### config.mk
export PLATFORM = sky130hd
export DESIGN_NAME = mfi_retire_buffer
export DESIGN_NICKNAME = d
export VERILOG_FILES = /design/src/rtl/mfi_retire_buffer.sv
export SDC_FILE = /design/constraint.sdc
export NUM_CORES = 2
export LEC_CHECK = 0
export CAP_MARGIN = 20
export CORE_ASPECT_RATIO = 1.2
export CORE_UTILIZATION = 45
export DETAILED_ROUTE_END_ITERATION = 8
export GPL_ROUTABILITY_DRIVEN = 0
export PLACE_DENSITY = 0.72
export SLEW_MARGIN = 25
export SYNTH_ARGS = -nofsm -noshare
export SYNTH_HDL_FRONTEND = slang
export SYNTH_SLANG_ARGS = --single-unit
### constraint.sdc
create_clock -name clock -period 2.55 [get_ports clock]
set_clock_uncertainty 0.05 [all_clocks]
set_input_delay 0.3825 -clock clock [delete_from_list [all_inputs] [get_ports clock]]
set_output_delay 0.3825 -clock clock [all_outputs]
set_load 0.01 [all_outputs]
### src/rtl/mfi_retire_buffer.sv
// mfi_retire_buffer: in-order retirement buffer feeding the per-instruction
// formal checker. Issue-time fields are captured at allocation, completion-time
// fields arrive by tag in any order, and records leave strictly in program
// order on the mfi_* bus, one per cycle at most.
//
// Handshakes: an issue transfers on a cycle where iss_valid && iss_ready, and
// the accepted entry is the one named by iss_tag in that same cycle. A
// completion has no ready; it is consumed whenever cmp_valid is high, and any
// completion that does not name an allocated, not-yet-done entry is dropped
// and raises the sticky err flag. mfi_valid is a one-cycle strobe with no
// back-pressure.
module mfi_retire_buffer #(
  parameter int DEPTH       = 4,
  parameter int TAG_W       = $clog2(DEPTH),
  parameter int CHECK_ORDER = 0
) (
  input  logic             clock,
  input  logic             reset,
  input  logic             flush,
  input  logic             iss_valid,
  output logic             iss_ready,
  output logic [TAG_W-1:0] iss_tag,
  input  logic [31:0]      iss_inst,
  input  logic [31:0]      iss_pc_rdata,
  input  logic [31:0]      iss_mcr_rdata,
  input  logic [3:0]       iss_src1_addr,
  input  logic [3:0]       iss_src2_addr,
  input  logic [3:0]       iss_src3_addr,
  input  logic [31:0]      iss_src1_rdata,
  input  logic [31:0]      iss_src2_rdata,
  input  logic [31:0]      iss_src3_rdata,
  input  logic             cmp_valid,
  input  logic [TAG_W-1:0] cmp_tag,
  input  logic             cmp_trap,
  input  logic             cmp_halt,
  input  logic             cmp_intr,
  input  logic [3:0]       cmp_dest_addr,
  input  logic [31:0]      cmp_dest_wdata,
  input  logic [31:0]      cmp_pc_wdata,
  input  logic [31:0]      cmp_mcr_wdata,
  input  logic [31:0]      cmp_mem_addr,
  input  logic [31:0]      cmp_mem_rdata,
  input  logic [31:0]      cmp_mem_wdata,
  input  logic [3:0]       cmp_mem_rmask,
  input  logic [3:0]       cmp_mem_wmask,
  output logic             mfi_valid,
  output logic [31:0]      mfi_inst,
  output logic             mfi_trap,
  output logic             mfi_halt,
  output logic             mfi_intr,
  output logic [3:0]       mfi_src1_addr,
  output logic [31:0]      mfi_src1_rdata,
  output logic [3:0]       mfi_src2_addr,
  output logic [31:0]      mfi_src2_rdata,
  output logic [3:0]       mfi_src3_addr,
  output logic [31:0]      mfi_src3_rdata,
  output logic [3:0]       mfi_dest_addr,
  output logic [31:0]      mfi_dest_wdata,
  output logic [31:0]      mfi_pc_rdata,
  output logic [31:0]      mfi_pc_wdata,
  output logic [31:0]      mfi_mcr_rdata,
  output logic [31:0]      mfi_mcr_wdata,
  output logic [31:0]      mfi_mem_addr,
  output logic [3:0]       mfi_mem_rmask,
  output logic [3:0]       mfi_mem_wmask,
  output logic [31:0]      mfi_mem_rdata,
  output logic [31:0]      mfi_mem_wdata,
  output logic [31:0]      mfi_order,
  output logic             check,
  output logic             halted,
  output logic             err
);

  localparam logic [TAG_W:0] PTR_ONE     = {{TAG_W{1'b0}}, 1'b1};
  localparam logic [31:0]    CHECK_ORD_V = CHECK_ORDER;

  typedef struct packed {
    logic [31:0] inst;
    logic        trap;
    logic        halt;
    logic        intr;
    logic [3:0]  src1_addr;
    logic [31:0] src1_rdata;
    logic [3:0]  src2_addr;
    logic [31:0] src2_rdata;
    logic [3:0]  src3_addr;
    logic [31:0] src3_rdata;
    logic [3:0]  dest_addr;
    logic [31:0] dest_wdata;
    logic [31:0] pc_rdata;
    logic [31:0] pc_wdata;
    logic [31:0] mcr_rdata;
    logic [31:0] mcr_wdata;
    logic [31:0] mem_addr;
    logic [3:0]  mem_rmask;
    logic [3:0]  mem_wmask;
    logic [31:0] mem_rdata;
    logic [31:0] mem_wdata;
  } rec_t;

  rec_t             ent_q [DEPTH];
  rec_t             ent_d [DEPTH];
  logic [DEPTH-1:0] alloc_q, alloc_d;
  logic [DEPTH-1:0] done_q, done_d;
  logic [TAG_W:0]   head_q, head_d;
  logic [TAG_W:0]   tail_q, tail_d;
  logic [31:0]      order_q, order_d;
  rec_t             mfi_q, mfi_d;
  logic             mfi_valid_q, mfi_valid_d;
  logic [31:0]      mfi_order_q, mfi_order_d;
  logic             halted_q, halted_d;
  logic             err_q, err_d;

  logic [TAG_W:0]   count;
  logic [TAG_W-1:0] head_idx;
  logic             iss_fire;
  logic             cmp_ok;
  logic             retire;

  // Occupancy never exceeds DEPTH, so the count MSB alone marks a full buffer.
  assign count     = tail_q - head_q;
  assign head_idx  = head_q[TAG_W-1:0];
  assign iss_tag   = tail_q[TAG_W-1:0];
  assign iss_ready = reset && !halted_q && !count[TAG_W];
  assign iss_fire  = iss_valid && iss_ready;
  assign cmp_ok    = alloc_q[cmp_tag] && !done_q[cmp_tag] &&
                     !(iss_fire && (cmp_tag == iss_tag));
  assign retire    = alloc_q[head_idx] && done_q[head_idx] && !halted_q;

  // Next-state for entries, pointers, retirement record and status flags.
  always_comb begin
    ent_d       = ent_q;
    alloc_d     = alloc_q;
    done_d      = done_q;
    head_d      = head_q;
    tail_d      = tail_q;
    order_d     = order_q;
    mfi_d       = mfi_q;
    mfi_valid_d = 1'b0;
    mfi_order_d = mfi_order_q;
    halted_d    = halted_q;
    err_d       = err_q;
    if (!reset) begin
      for (int i = 0; i < DEPTH; i++) ent_d[i] = '0;
      alloc_d     = '0;
      done_d      = '0;
      head_d      = '0;
      tail_d      = '0;
      order_d     = '0;
      mfi_d       = '0;
      mfi_order_d = '0;
      halted_d    = 1'b0;
      err_d       = 1'b0;
    end else if (flush) begin
      alloc_d = '0;
      done_d  = '0;
      head_d  = '0;
      tail_d  = '0;
    end else begin
      if (iss_fire) begin
        ent_d[iss_tag].inst       = iss_inst;
        ent_d[iss_tag].pc_rdata   = iss_pc_rdata;
        ent_d[iss_tag].mcr_rdata  = iss_mcr_rdata;
        ent_d[iss_tag].src1_addr  = iss_src1_addr;
        ent_d[iss_tag].src2_addr  = iss_src2_addr;
        ent_d[iss_tag].src3_addr  = iss_src3_addr;
        ent_d[iss_tag].src1_rdata = iss_src1_rdata;
        ent_d[iss_tag].src2_rdata = iss_src2_rdata;
        ent_d[iss_tag].src3_rdata = iss_src3_rdata;
        alloc_d[iss_tag]          = 1'b1;
        done_d[iss_tag]           = 1'b0;
        tail_d                    = tail_q + PTR_ONE;
      end
      if (cmp_valid) begin
        if (cmp_ok) begin
          ent_d[cmp_tag].trap       = cmp_trap;
          ent_d[cmp_tag].halt       = cmp_halt;
          ent_d[cmp_tag].intr       = cmp_intr;
          ent_d[cmp_tag].dest_addr  = cmp_dest_addr;
          ent_d[cmp_tag].dest_wdata = cmp_dest_wdata;
          ent_d[cmp_tag].pc_wdata   = cmp_pc_wdata;
          ent_d[cmp_tag].mcr_wdata  = cmp_mcr_wdata;
          ent_d[cmp_tag].mem_addr   = cmp_mem_addr;
          ent_d[cmp_tag].mem_rdata  = cmp_mem_rdata;
          ent_d[cmp_tag].mem_wdata  = cmp_mem_wdata;
          ent_d[cmp_tag].mem_rmask  = cmp_mem_rmask;
          ent_d[cmp_tag].mem_wmask  = cmp_mem_wmask;
          done_d[cmp_tag]           = 1'b1;
        end else begin
          err_d = 1'b1;
        end
      end
      // Head and tail only coincide when empty or full, so the alloc clear
      // here never collides with the alloc set of a same-cycle issue.
      if (retire) begin
        mfi_d             = ent_q[head_idx];
        mfi_valid_d       = 1'b1;
        mfi_order_d       = order_q;
        alloc_d[head_idx] = 1'b0;
        head_d            = head_q + PTR_ONE;
        order_d           = order_q + 32'd1;
        if (ent_q[head_idx].halt) halted_d = 1'b1;
      end
    end
  end

  // State registers; the synchronous reset is folded into the next-state logic.
  always_ff @(posedge clock) begin
    ent_q       <= ent_d;
    alloc_q     <= alloc_d;
    done_q      <= done_d;
    head_q      <= head_d;
    tail_q      <= tail_d;
    order_q     <= order_d;
    mfi_q       <= mfi_d;
    mfi_valid_q <= mfi_valid_d;
    mfi_order_q <= mfi_order_d;
    halted_q    <= halted_d;
    err_q       <= err_d;
  end

  assign mfi_valid      = mfi_valid_q;
  assign mfi_inst       = mfi_q.inst;
  assign mfi_trap       = mfi_q.trap;
  assign mfi_halt       = mfi_q.halt;
  assign mfi_intr       = mfi_q.intr;
  assign mfi_src1_addr  = mfi_q.src1_addr;
  assign mfi_src1_rdata = mfi_q.src1_rdata;
  assign mfi_src2_addr  = mfi_q.src2_addr;
  assign mfi_src2_rdata = mfi_q.src2_rdata;
  assign mfi_src3_addr  = mfi_q.src3_addr;
  assign mfi_src3_rdata = mfi_q.src3_rdata;
  assign mfi_dest_addr  = mfi_q.dest_addr;
  assign mfi_dest_wdata = mfi_q.dest_wdata;
  assign mfi_pc_rdata   = mfi_q.pc_rdata;
  assign mfi_pc_wdata   = mfi_q.pc_wdata;
  assign mfi_mcr_rdata  = mfi_q.mcr_rdata;
  assign mfi_mcr_wdata  = mfi_q.mcr_wdata;
  assign mfi_mem_addr   = mfi_q.mem_addr;
  assign mfi_mem_rmask  = mfi_q.mem_rmask;
  assign mfi_mem_wmask  = mfi_q.mem_wmask;
  assign mfi_mem_rdata  = mfi_q.mem_rdata;
  assign mfi_mem_wdata  = mfi_q.mem_wdata;
  assign mfi_order      = mfi_order_q;
  assign check          = mfi_valid_q && (mfi_order_q == CHECK_ORD_V);
  assign halted         = halted_q;
  assign err            = err_q;

endmodule

==> impl_results.md <==
- Instance count of the mapped netlist: around 8500
- Xor/xnor cell area share of the yosys netlist: 0.00203
- Multiplexer area fraction after synthesis: 0.299
- Synthesized-area fraction occupied by ao, oa, aoi and oai cells: 0.0297
- Number of antenna violations at the first check in global routing: 29
- CTS H-Tree Depth: 4
- Total iterations of the first detailed-routing run: 7
- Clock Latency Late Sink: a little under 0.9 ns
- Post-detailed-route wirelength per cell: slightly above 20 um
- Pin count of the biggest net entering global routing: 170
- Post-route DRC: 0
- FF/Latch Area: around 43000 um^2
- Worst endpoint data arrival time: between 2 and 2.5 ns
- Fraction of the mapped netlist area in adder cells: 0.00145
- Number of synthesized flops with an enable pin: 0
- Number of I/O port buffers: about 870
- Post-detailed-route count of antenna-violating nets: 0
- CP delay by family, top: flip-flops
- Cts bufs inserted: approximately 210
- Die width: around 400 um
- Vias in the first global route: 65500
- Sequential fraction of the synthesis area: 0.496
- Number of synthesized register bits: roughly 2100
- Fraction of layout cells with a size suffix above 1: 0.120
- Top-area cell type share of the netlist area: 0.496
- Share of the clock period used by the worst path: 1.06
- Post-synthesis cell area: ~86000 um^2
- Min-delay worst type: primary input to flop
- Clock Tree Root: sky130_fd_sc_hd__clkbuf_16
- Result of the run: finished with violations
- Congestion Overflow GR: 0
- Crit end category: primary output
- Iteration-0 DRC count of the detailed router: roughly 5000
- Biggest area contributors in the synthesized netlist: sky130_fd_sc_hd__dfxtp_1 50%, sky130_fd_sc_hd__mux2i_1 19%, sky130_fd_sc_hd__nand2_1 13%, sky130_fd_sc_hd__mux4_2 11%, sky130_fd_sc_hd__a21oi_1 2.7%
- Largest family of logic cells by synthesized area: multiplexers
- LEAKAGE: roughly 48 nW
- Violated checks: negative setup slack
- Worst path bufs/invs: 2
- Post-Route WL: about 250000 um
- Io pins: roughly 870
- Unrepaired setup endpoints after global routing: true
- Cell chain of the critical path: inv_4, ha_4, a21o_1, xor2_2, nor3_2, buf_2
- Clock buffer depth: 3
- Clock slew seen by the registers of the worst setup and hold paths: 0.06 ns
- Type of origin of the critical path: flop
- Max Clock Freq: around 0.37 GHz
- Final count of pins violating max slew: 0
- Clk sink count: between 2000 and 2500
- Post-DR vias/cell: about 5.4
- Total design power: 0.0690 W
- Most frequently used flop master after synthesis: sky130_fd_sc_hd__dfxtp_1
- Final HPWL DP: approximately 170000 um
- Fraction of the mapped netlist area in simple logic gates: 0.138
- Vertical die dimension: 482 um
- Netlist cell types: 47
- P per Cell Area: around 650 nW/um^2
- Site row count: about 180
- Logic depth of the worst path, buffers included: 6
- Final critical-path setup slack: -0.154 ns
- Area of the die: 193000 um^2
- Worst ir drop on vdd: 0.675 mV
- First-pass GRT wire length: about 380000 um
- Post-route cell area: ~110000 um^2
- Finish-stage setup viols: 2
- Share of synthesized registers carrying an async set or reset: 0
- Max-Cap Viols: 0
- Post-synthesis to final-layout area growth: 24.0%
- Fill count: approximately 16000
- Number of cells on the worst reg-to-reg path: 11
- Worst Hold Slack: roughly 0.10 ns
- Number of cells on the worst hold path: 3
- Area of combinational cells with multiple inputs: about 41000 um^2
- Number of warning messages in the yosys log: 0
- Data required, critical path: about 2.1 ns
- Library cell with the largest summed area after synthesis: sky130_fd_sc_hd__dfxtp_1
- Pin slew with the least headroom to its limit: about 1.1 ns
- Pre-CTS worst setup slack: -0.215 ns
- Via count: roughly 65000
- Synthesized area per cell: 10.1 um^2
- Placeable core region: 190000 um^2
- Global-route usage over all layers: 0.248
- Library cell contributing the largest single delay on the critical path: sky130_fd_sc_hd__dfxtp_4
- Initial core utilization: 0.454
- Maximum fanout count along the critical path: 2
- Net count of the finished layout: 9677
- Total placed instance area: 99200 um^2
- Kind of critical path: flop to primary output
- Largest incremental delay on the critical path: between 0.3 and 0.4 ns
- Worst max-slew margin expressed relative to the limit: 0.277
- Net count after synthesis: ~8900
- TritonCTS clock tree: yes
- Period minus WS final: 2.70 ns
- Final Hold Viols: 0
## power breakdown
group          switching, W  total [W]  internal (W)  leakage (nW)
Sequential        0.0000712     0.0336        0.0335          17.2
Clock                0.0138     0.0328        0.0190          3.63
Combinational       0.00157    0.00265       0.00109          27.0
Total                0.0154     0.0690        0.0536          47.9
## registers in the layout, indices dropped and copies added, names as in the netlist, 32 cells and up
name and count:
order_q 32, mfi_pc_rdata 32, mfi_src1_rdata 32, mfi_mem_wdata 32, mfi_inst 32, mfi_src2_rdata 32
mfi_mem_rdata 32, mfi_mem_addr 32, mfi_pc_wdata 32, mfi_src3_rdata 32, mfi_order 32, mfi_dest_wdata 32
ent_q 1644, mfi_mcr_wdata 32, mfi_mcr_rdata 32
## layer usage
layer / share of wire / GRT usage / wire length [um]
met1: 0.43 / 0.325 / 107000
met5: 0.00094 / 0 / 233
met4: 0.025 / 0.0707 / 6090
met2: 0.47 / 0.413 / 117000
met3: 0.068 / 0.0502 / 16700
## final cells by class
class                           count  area share
Sequential cell                  2136       0.400
Multi-Input combinational cell   5687       0.381
Inverter                           17    0.000690
Clock buffer                      295      0.0569
Clock inverter                     94      0.0121
Timing Repair Buffer             1199       0.120
Tap cell                         2478      0.0290
Antenna cell                       12    0.000281
## layout by cell type, fill, tap and decap left out, types with 4 or more instances in the layout
cell                              synthesis  layout
sky130_fd_sc_hd__dfxtp_1               2136    2129
sky130_fd_sc_hd__nand3_1                 19      15
sky130_fd_sc_hd__clkinv_2                 0      42
sky130_fd_sc_hd__inv_6                    0       6
sky130_fd_sc_hd__nor2_1                  28      27
sky130_fd_sc_hd__buf_12                   0     114
sky130_fd_sc_hd__inv_16                   0       5
sky130_fd_sc_hd__clkinvlp_4               0       8
sky130_fd_sc_hd__a21oi_1                466     466
sky130_fd_sc_hd__or3_1                   14      14
sky130_fd_sc_hd__buf_6                    0      11
sky130_fd_sc_hd__buf_16                   0       4
sky130_fd_sc_hd__clkbuf_16                0     217
sky130_fd_sc_hd__clkdlybuf4s50_1          0     864
sky130_fd_sc_hd__bufinv_16                0      22
sky130_fd_sc_hd__mux4_2                 412     412
sky130_fd_sc_hd__o21ai_0                 16      15
sky130_fd_sc_hd__clkinv_16                0       5
sky130_fd_sc_hd__nand3_4                  0       4
sky130_fd_sc_hd__nand2b_1                 8       7
sky130_fd_sc_hd__buf_4                   39     195
sky130_fd_sc_hd__nand2_1               2969    2969
sky130_fd_sc_hd__nor4_1                  10       8
sky130_fd_sc_hd__clkbuf_8                 0      49
sky130_fd_sc_hd__nor3_1                  12      11
sky130_fd_sc_hd__dfxtp_2                  0       5
sky130_fd_sc_hd__nand4_1                 10      10
sky130_fd_sc_hd__xnor2_1                 17      17
sky130_fd_sc_hd__or4_1                    4       4
sky130_fd_sc_hd__diode_2                  0      12
sky130_fd_sc_hd__clkbuf_1               420      35
sky130_fd_sc_hd__ha_1                    10       9
sky130_fd_sc_hd__mux2i_1               1649    1646
sky130_fd_sc_hd__inv_1                   14      13
sky130_fd_sc_hd__and3_1                   6       6
sky130_fd_sc_hd__o31ai_1                  4       4
## stage by stage
stage / TNS (ns) / utilization / instances
after global routing: -1.01 / 0.563 / 11900
after detailed placement: -174.55 / 0.522 / 11500
after global placement: -183.88 / 0.522 / 11500
after floorplan: 0 / - / 8506
final: -0.208 / 0.563 / 11900
after CTS: -0.460 / 0.562 / 11900
## cell families (layout without fill, tap and decap cells)
| logic type | Yosys count | after routing |
|---|---|---|
| AND/OR/NAND/NOR | 3094 | 3094 |
| flip-flops | 2136 | 2136 |
| multiplexers | 2063 | 2063 |
| buffers and inverters | 683 | 1605 |
| AO/OA/AOI/OAI | 500 | 500 |
| XOR/XNOR | 20 | 20 |
| adder cells (fa/ha/maj) | 10 | 10 |
| other | 0 | 12 |
## worst register-to-register path, delay by kind of cell, from the launching register on
kind | cells | cell delay (ns)
AO/OA/AOI/OAI | 1 | 0.21
AND/OR/NAND/NOR | 1 | 0.11
flip-flops | 1 | 0.37
buffers and inverters | 6 | 0.93
multiplexers | 2 | 0.60
adder cells (fa/ha/maj) | 1 | 0.24
## worst paths after layout
check                                        to  slack [ns]                           from
setup reg to reg       ent_q[1161]$_SDFFE_PN0P_        0.01         head_q[1]$_SDFFE_PP0N_
hold / removal          ent_q[637]$_SDFFE_PN0P_        0.10               iss_pc_rdata[26]
hold reg to reg   mfi_pc_rdata[15]$_SDFFE_PN0N_        0.40  mfi_pc_rdata[15]$_SDFFE_PN0N_
setup / recovery                      iss_ready       -0.15         head_q[1]$_SDFFE_PP0N_
## cells in the mapped netlist, types with 17 or more instances
cell type / number
sky130_fd_sc_hd__nand2_1: 2969
sky130_fd_sc_hd__a21oi_1: 466
sky130_fd_sc_hd__mux2i_1: 1649
sky130_fd_sc_hd__xnor2_1: 17
sky130_fd_sc_hd__dfxtp_1: 2136
sky130_fd_sc_hd__buf_2: 168
sky130_fd_sc_hd__clkbuf_1: 420
sky130_fd_sc_hd__buf_1: 39
sky130_fd_sc_hd__buf_4: 39
sky130_fd_sc_hd__mux4_2: 412
sky130_fd_sc_hd__nand3_1: 19
sky130_fd_sc_hd__nor2_1: 28
## timing repair
item	4_1_cts	5_1_grt
resized for setup	18	26
endpoints found under the setup margin	2	23
endpoints found under the hold margin	29	0
cloned	0	6
hold buffers	1	0
setup buffers	2	7
pin swaps	6	4
Power figures use the tool's default switching activity.
